**config.mk**
```make
export PLATFORM = sky130hd
export DESIGN_NAME = gpio_ctrl
export DESIGN_NICKNAME = d
export VERILOG_FILES = /design/src/rtl/gpio_ctrl_pkg.sv /design/src/rtl/gpio_sync.sv /design/src/rtl/gpio_ctrl.sv
export SDC_FILE = /design/constraint.sdc
export NUM_CORES = 1
export LEC_CHECK = 0
export CORE_ASPECT_RATIO = 1.5
export CORE_MARGIN = 1.5
export CORE_UTILIZATION = 38
export CTS_CLUSTER_DIAMETER = 200
export DETAILED_ROUTE_END_ITERATION = 6
export GPL_ROUTABILITY_DRIVEN = 0
export MAX_ROUTING_LAYER = met4
export PLACE_DENSITY = 0.9
export SKIP_LAST_GASP = 1
export SLEW_MARGIN = 20
export SYNTH_ARGS = -nofsm -noshare
export SYNTH_HDL_FRONTEND = slang
export SYNTH_SLANG_ARGS = --single-unit
export TNS_END_PERCENT = 100
```
**constraint.sdc**
```tcl
create_clock -name CLK -period 4.3 [get_ports CLK]
set_input_delay 0.86 -clock CLK [delete_from_list [all_inputs] [get_ports CLK]]
set_output_delay 0.86 -clock CLK [all_outputs]
set_load 0.01 [all_outputs]
```
**src/rtl/gpio_ctrl_pkg.sv**
```systemverilog
// Shared constants for the GPIO controller: bus width, register window size
// and the word-index encoding of the register map.
package gpio_ctrl_pkg;

  localparam int MXLEN        = 32;
  localparam int WINDOW_BYTES = 32;

  // Register index is the word offset within the window (byte offset >> 2).
  typedef enum logic [2:0] {
    REG_OUT  = 3'd0,
    REG_DIR  = 3'd1,
    REG_IN   = 3'd2,
    REG_IE   = 3'd3,
    REG_EDGE = 3'd4,
    REG_PEND = 3'd5,
    REG_SET  = 3'd6,
    REG_CLR  = 3'd7
  } reg_sel_e;

endpackage

```
**src/rtl/gpio_sync.sv**
```systemverilog
// WIDTH x STAGES flop synchronizer for asynchronous pin inputs; all stages
// clear on synchronous reset so no stale level survives it.
module gpio_sync #(
  parameter int WIDTH  = 4,
  parameter int STAGES = 2
) (
  input  logic             clk,
  input  logic             rst,
  input  logic [WIDTH-1:0] d,
  output logic [WIDTH-1:0] q
);

  logic [STAGES-1:0][WIDTH-1:0] stage_q;

  always_ff @(posedge clk) begin
    if (rst) begin
      stage_q <= '0;
    end else begin
      stage_q <= {stage_q[STAGES-2:0], d};
    end
  end

  assign q = stage_q[STAGES-1];

endmodule

```
**src/rtl/gpio_ctrl.sv**
```systemverilog
// Memory-mapped GPIO block: output/direction registers, synchronized inputs,
// per-pin edge capture into a W1C pending register and a level interrupt.
module gpio_ctrl
  import gpio_ctrl_pkg::*;
#(
  parameter int          NUM_PINS    = 4,
  parameter logic [31:0] BASE_ADDR   = 32'h0000_1000,
  parameter int          SYNC_STAGES = 2
) (
  input  logic                CLK,
  input  logic                RST,
  input  logic [MXLEN-1:0]    addr,
  input  logic [MXLEN-1:0]    w_data,
  input  logic                store,
  input  logic                load,
  output logic [MXLEN-1:0]    r_data,
  input  logic [NUM_PINS-1:0] gpio_in,
  output logic [NUM_PINS-1:0] gpio_out,
  output logic [NUM_PINS-1:0] gpio_oe,
  output logic                irq
);

  logic [NUM_PINS-1:0] out_q;
  logic [NUM_PINS-1:0] dir_q;
  logic [NUM_PINS-1:0] ie_q;
  logic [NUM_PINS-1:0] edge_sel_q;
  logic [NUM_PINS-1:0] pend_q;
  logic [NUM_PINS-1:0] prev_q;
  logic [NUM_PINS-1:0] sync_q;
  logic [NUM_PINS-1:0] edge_det;
  logic [NUM_PINS-1:0] pend_clr;
  logic [NUM_PINS-1:0] w_pins;
  logic [NUM_PINS-1:0] rd_pins;
  logic [MXLEN-1:0]    rel_addr;
  logic                hit;
  logic                wr;
  reg_sel_e            sel;
  logic                unused_w_data;

  // Subtraction wraps addresses below the base to large values, so one
  // unsigned compare covers both ends of the window.
  assign rel_addr = addr - BASE_ADDR;
  assign hit      = (rel_addr < MXLEN'(WINDOW_BYTES)) && (addr[1:0] == 2'b00);
  assign sel      = reg_sel_e'(rel_addr[4:2]);
  assign wr       = store && hit;
  assign w_pins   = w_data[NUM_PINS-1:0];

  assign unused_w_data = ^w_data;

  gpio_sync #(
    .WIDTH  (NUM_PINS),
    .STAGES (SYNC_STAGES)
  ) u_sync (
    .clk (CLK),
    .rst (RST),
    .d   (gpio_in),
    .q   (sync_q)
  );

  always_ff @(posedge CLK) begin
    if (RST) begin
      prev_q <= '0;
    end else begin
      prev_q <= sync_q;
    end
  end

  assign edge_det = (sync_q & ~prev_q & ~edge_sel_q) | (~sync_q & prev_q & edge_sel_q);
  assign pend_clr = (wr && sel == REG_PEND) ? w_pins : '0;

  // A fresh edge wins over a W1C clear aimed at the same bit.
  always_ff @(posedge CLK) begin
    if (RST) begin
      out_q      <= '0;
      dir_q      <= '0;
      ie_q       <= '0;
      edge_sel_q <= '0;
      pend_q     <= '0;
    end else begin
      pend_q <= (pend_q & ~pend_clr) | edge_det;
      if (wr) begin
        case (sel)
          REG_OUT:  out_q      <= w_pins;
          REG_DIR:  dir_q      <= w_pins;
          REG_IE:   ie_q       <= w_pins;
          REG_EDGE: edge_sel_q <= w_pins;
          REG_SET:  out_q      <= out_q | w_pins;
          REG_CLR:  out_q      <= out_q & ~w_pins;
          default:  ;
        endcase
      end
    end
  end

  always_comb begin
    rd_pins = '0;
    case (sel)
      REG_OUT:  rd_pins = out_q;
      REG_DIR:  rd_pins = dir_q;
      REG_IN:   rd_pins = sync_q;
      REG_IE:   rd_pins = ie_q;
      REG_EDGE: rd_pins = edge_sel_q;
      REG_PEND: rd_pins = pend_q;
      default:  rd_pins = '0;
    endcase
    r_data = '0;
    if (load && hit) begin
      r_data = MXLEN'(rd_pins);
    end
  end

  assign gpio_out = out_q;
  assign gpio_oe  = dir_q;
  assign irq      = |(pend_q & ie_q);

endmodule
```
After elaboration in Yosys (flattened, before gate mapping). Cells that the tools add are included.

Bitwise operators: 15. Eq/ne operators: 7. Div/mod/pow operators: 0. Reductions and logical operators: 12. Multipliers: 0. Shift operators: 0. Mux-type cells: 4. Order comparisons: 1. Add/subtract/negate cells: 1.

Operator list (number): 32-bit by 6-bit < comparator with 1-bit output (second input constant) (1); 32-bit by 13-bit subtractor with 32-bit output (second input constant) (1); 4-bit AND (7); 4-bit one-hot mux with 6 select lines (1); 4-bit inverter (5); 3-bit == test (second input constant) (4); 4-bit bitwise OR (3); 4-bit one-hot mux with 3 select lines (1); 4-bit two-way mux (2); 2-bit AND reduction (4); 3-bit by 2-bit == test with 1-bit output (second input constant) (2); 1-bit logical AND (4); 4-bit OR reduction (1); 3-bit by 1-bit == test with 1-bit output (second input constant) (1); 3-bit logical NOT (1); 3-bit nonzero test (1); 2-bit logical NOT (1).

Register bits: 32. Bits in latches: 0. RAM bits: 0. Input port bits: 72. Bits in read-only memories: 0. Output and inout bits: 41. Memories kept: 0. Logic and storage cells: 48.

Depth between registers and ports, before layout.
Depth after elaboration: 9. Mapped depth: 7. Depth with buffers taken out: 6.

By module. Synthesis repeated with hierarchy kept, for this count alone.

Cells, all modules: 234. Area total of the unflattened synthesis: 2021.9 um2.

Modules (own cells, without submodules): gpio_ctrl (cells each 214, seq. area each 480.5 um2, times used 1, area each 1781.7 um2); gpio_sync (cells each 20, seq. area each 160.2 um2, times used 1, area each 240.2 um2).

Worst setup path before layout. No wires, ideal clock.

Path type: input-to-output. Start: in addr[28]. End: out r_data[0]. Path buffers: 0. Required time: 3.440 ns. Setup slack: 0.509 ns. Stages: 6. Arrival: 2.931 ns. Cell sequence: or4_1 -> or3_1 -> or4_1 -> nor4_2 -> nand2_1 -> nor2_1.

Longest elaborated chain between the ends: 5.

RTL lines: start: declaration (line gpio_ctrl.sv:12) `input logic [MXLEN-1:0] addr,`; 32-bit by 13-bit subtractor with 32-bit output (line gpio_ctrl.sv:42) `assign rel_addr = addr - BASE_ADDR;`; 32-bit by 6-bit < comparator with 1-bit output (line gpio_ctrl.sv:43) `assign hit = (rel_addr < MXLEN'(WINDOW_BYTES)) && (addr[1:0] == 2'b00);`; 1-bit logical AND (line gpio_ctrl.sv:43); 1-bit logical AND (line gpio_ctrl.sv:107) `if (load && hit) begin`; 4-bit two-way mux (line gpio_ctrl.sv:107); end: declaration (line gpio_ctrl.sv:16) `output logic [MXLEN-1:0] r_data,`.

No other way between the ends.

Final worst setup path.
Start: in addr[28]. End: out r_data[1].

Same word-level chain as after synthesis.

==> qor.csv <==
metric;value;unit
Final Skew;0.000449;ns
setup ws final;0.0671;ns
Final Cycle Share;0.984;
Max Cap Viol;0;
Total GRT Usage;0.190;
Die Y-Extent;90.0;um
worst vdd ir;0.121;mV
nets@finish;351;
via count;1805;
Synth area leaders;dfxtp_1 33%, buf_4 11%, mux2i_1 6.8%;
fin crit period;4.23;ns
vias in the first global route;1766;
Buffers on Ports;56;
storage element area;641;sq um
HPWL after DPL;3680;um
Num CTS Buffers;5;
die area;5490;sq um
GRT overflow;0;
setup violators final;0;
top-count cell post-synth;dfxtp_1;
via-per-instance ratio;5.22;
Row Count;31;
initial antenna violation count;0;
EDFF count, synth;0;
average size of a mapped cell;8.79;sq um
Wirelength per Cell;13.7;um
R2R Path End;pend_q[3];
first-pass GRT wire length;7780;um
antenna-violating nets left;0;
slew margin rel.;0.584;
Mapped Cells;218;
FMAX;236;MHz
Hold Path Class;flip-flop to flip-flop;
Setup CP Type;primary input to output pin;
Distinct cells, synth;38;
RSZ-0062 raised after global routing;true;
Pleak;1.02;nW
CTS tree;yes;
Area Overhead vs Synth;34.3;%
Ports;113;
Hold Path Stages;1;
most used flip-flop cell after synthesis;dfxtp_1;
R2R cell count;2;
Post-Place Worst Slack;-0.370;ns
share of synthesized registers carrying an async set or reset;0;
# diodes;0;
H-tree Lvls;2;
Clock Sinks;32;
CTS max path bufs;2;
CORE AREA;4850;sq um
Critical Path RT;3.44;ns
worst hold slack;0.437;ns
drt pass-1 iters;4;
Worst EP arrival;3.37;ns
Final Hold Fails;0;
Hold EP;u_sync.q[1];
cell family with most CP delay;simple AND/OR/NAND/NOR gates;
most used cell, CP;or4_1;
startpoint types;primary input;
Synth Register Bits;32;
Yosys warning count;0;
Worst-Margin Slew;0.616;ns
multi-input logic area;1120;sq um
hold path start;u_sync.stage_q[1];
die width;61.0;um
critical path endpoint category;output pin;
fillers;450;
clk slew on worst S/H paths;0.06;ns
worst path bufs/invs;3;
fin. max-slew vios;0;
CP peak stage delay;0.53;ns
status;complete, no violations;
Post-route DRC;0;
DRT iter0 DRCs;134;
largest net degree at the start of global routing;37;
root buffer cell;clkbuf_8;
post-synthesis sequential area ratio;0.334;
synthesized area;1920;sq um
R2R Path Start;u_sync.q[3];
Reg2Reg Setup Slack;3.21;ns
share of cells above drive strength 1;0.125;
Initial Utilization;0.395;
share of Yosys cell area claimed by the top area cell type;0.334;
Final Total Pwr;0.694;mW
worst-skew pair later-pin latency;0.29;ns
top cell type by total area after synthesis;dfxtp_1;
CP max-delay cell;or4_1;
post-CTS setup buffer count;0;
DRT Wirelength;4750;um
CP Cell Sequence;clkdlybuf4s50_1 -> or4_1 -> or3_1 -> or4_1 -> nor4_2 -> buf_4 -> nand2_1 -> nor2_1 -> dlygate4sd2_1;
Commonest cells post-synth;32 x dfxtp_1, 28 x buf_4, 16 x nand2b_1;
Max FO, Critical Path;3;
hold buffers post-CTS;0;
PD cells;270;nW/um^2
-- state kept, by name, summed over array words and instances (netlist names) --
| signal | flops |
|---|---|
| edge_sel_q | 4 |
| pend_q | 4 |
| u_sync.q | 4 |
| ie_q | 4 |
| u_sync.stage_q | 4 |
| gpio_out | 4 |
| gpio_oe | 4 |
| prev_q | 4 |
-- layout by cell type (no fill, tap or decap), drive strengths merged, types with 2 or more instances in the layout --
cell type      netlist  final
a21oi                5      5
a22oi                7      7
a31oi                4      4
nand4b               2      2
o22a                 2      2
clkbuf               9      8
or4                  5      5
nand2                7      7
o21ai               13     13
clkdlybuf4s50        0     51
nand3b               4      4
mux2i               13     13
dfxtp               32     32
or3b                 5      5
nor4                 6      6
nor2b               15     15
o31a                 2      2
buf                 30     11
nor4b                3      3
and3                 6      6
mux2                 7      7
conb                 1     28
nor3                 2      2
nand2b              16     16
nand3                4      4
nand4                3      3
nor2                 9      9
-- worst max path at each step --
stage / depth (start not counted) / slack (ns) / endpoint / from
floorplan: 6 / 0.51 / r_data[0] / addr[28]
global placement: 9 / -0.30 / r_data[3] / addr[28]
detailed placement: 9 / -0.37 / r_data[3] / addr[28]
CTS: 9 / 0.04 / r_data[3] / addr[28]
global route: 9 / -0.1 / r_data[1] / addr[28]
finish: 9 / 0.07 / r_data[1] / addr[28]
-- layout make-up --
type | count | area share
clock buffer | 5 | 0.0267
inverter | 1 | 0.00146
multi-input combinational | 173 | 0.436
clock inverter | 3 | 0.0165
sequential | 32 | 0.249
timing repair buffer | 66 | 0.239
tap | 66 | 0.0321
-- repair_timing --
| action | CTS | global route |
|---|---|---|
| cloned | 0 | 0 |
| pin swaps | 1 | 0 |
| setup endpoints to repair | 4 | 4 |
| resized for setup | 4 | 6 |
-- report_power, final --
group	switching [mW]	internal, mW	total (mW)
clock network	0.115	0.171	0.286
logic	0.0462	0.0554	0.102
registers	0.00397	0.303	0.307
-- routing by layer --
metal  vias to the layer above  GRT usage  wire length [um]
met5                         -          -                 0
met4                         0      0.107               174
met3                        17     0.0403               374
met2                       110      0.312              2510
met1                       822      0.201              1690
li1                        856          -                 -
-- cells by family after synthesis --
family / Yosys count / share of synthesized area
simple gates: 89 / 0.294
other cells: 1 / 0.00196
compound gates: 35 / 0.116
mux: 21 / 0.121
flops: 32 / 0.334
buf+inv: 40 / 0.134
-- through the flow --
| step | util | instances | setup TNS [ns] | cell area [sq um] |
|---|---|---|---|---|
| after floorplan | - | 245 | 0 | 2020 |
| after global routing | 0.531 | 346 | -0.0973 | 2570 |
| after detailed placement | 0.512 | 338 | -1.37 | 2480 |
| after global placement | 0.512 | 338 | -1.13 | 2480 |
| final | 0.531 | 346 | 0 | 2570 |
| after CTS | 0.534 | 346 | 0 | 2590 |
Power figures use the tool's default switching activity.
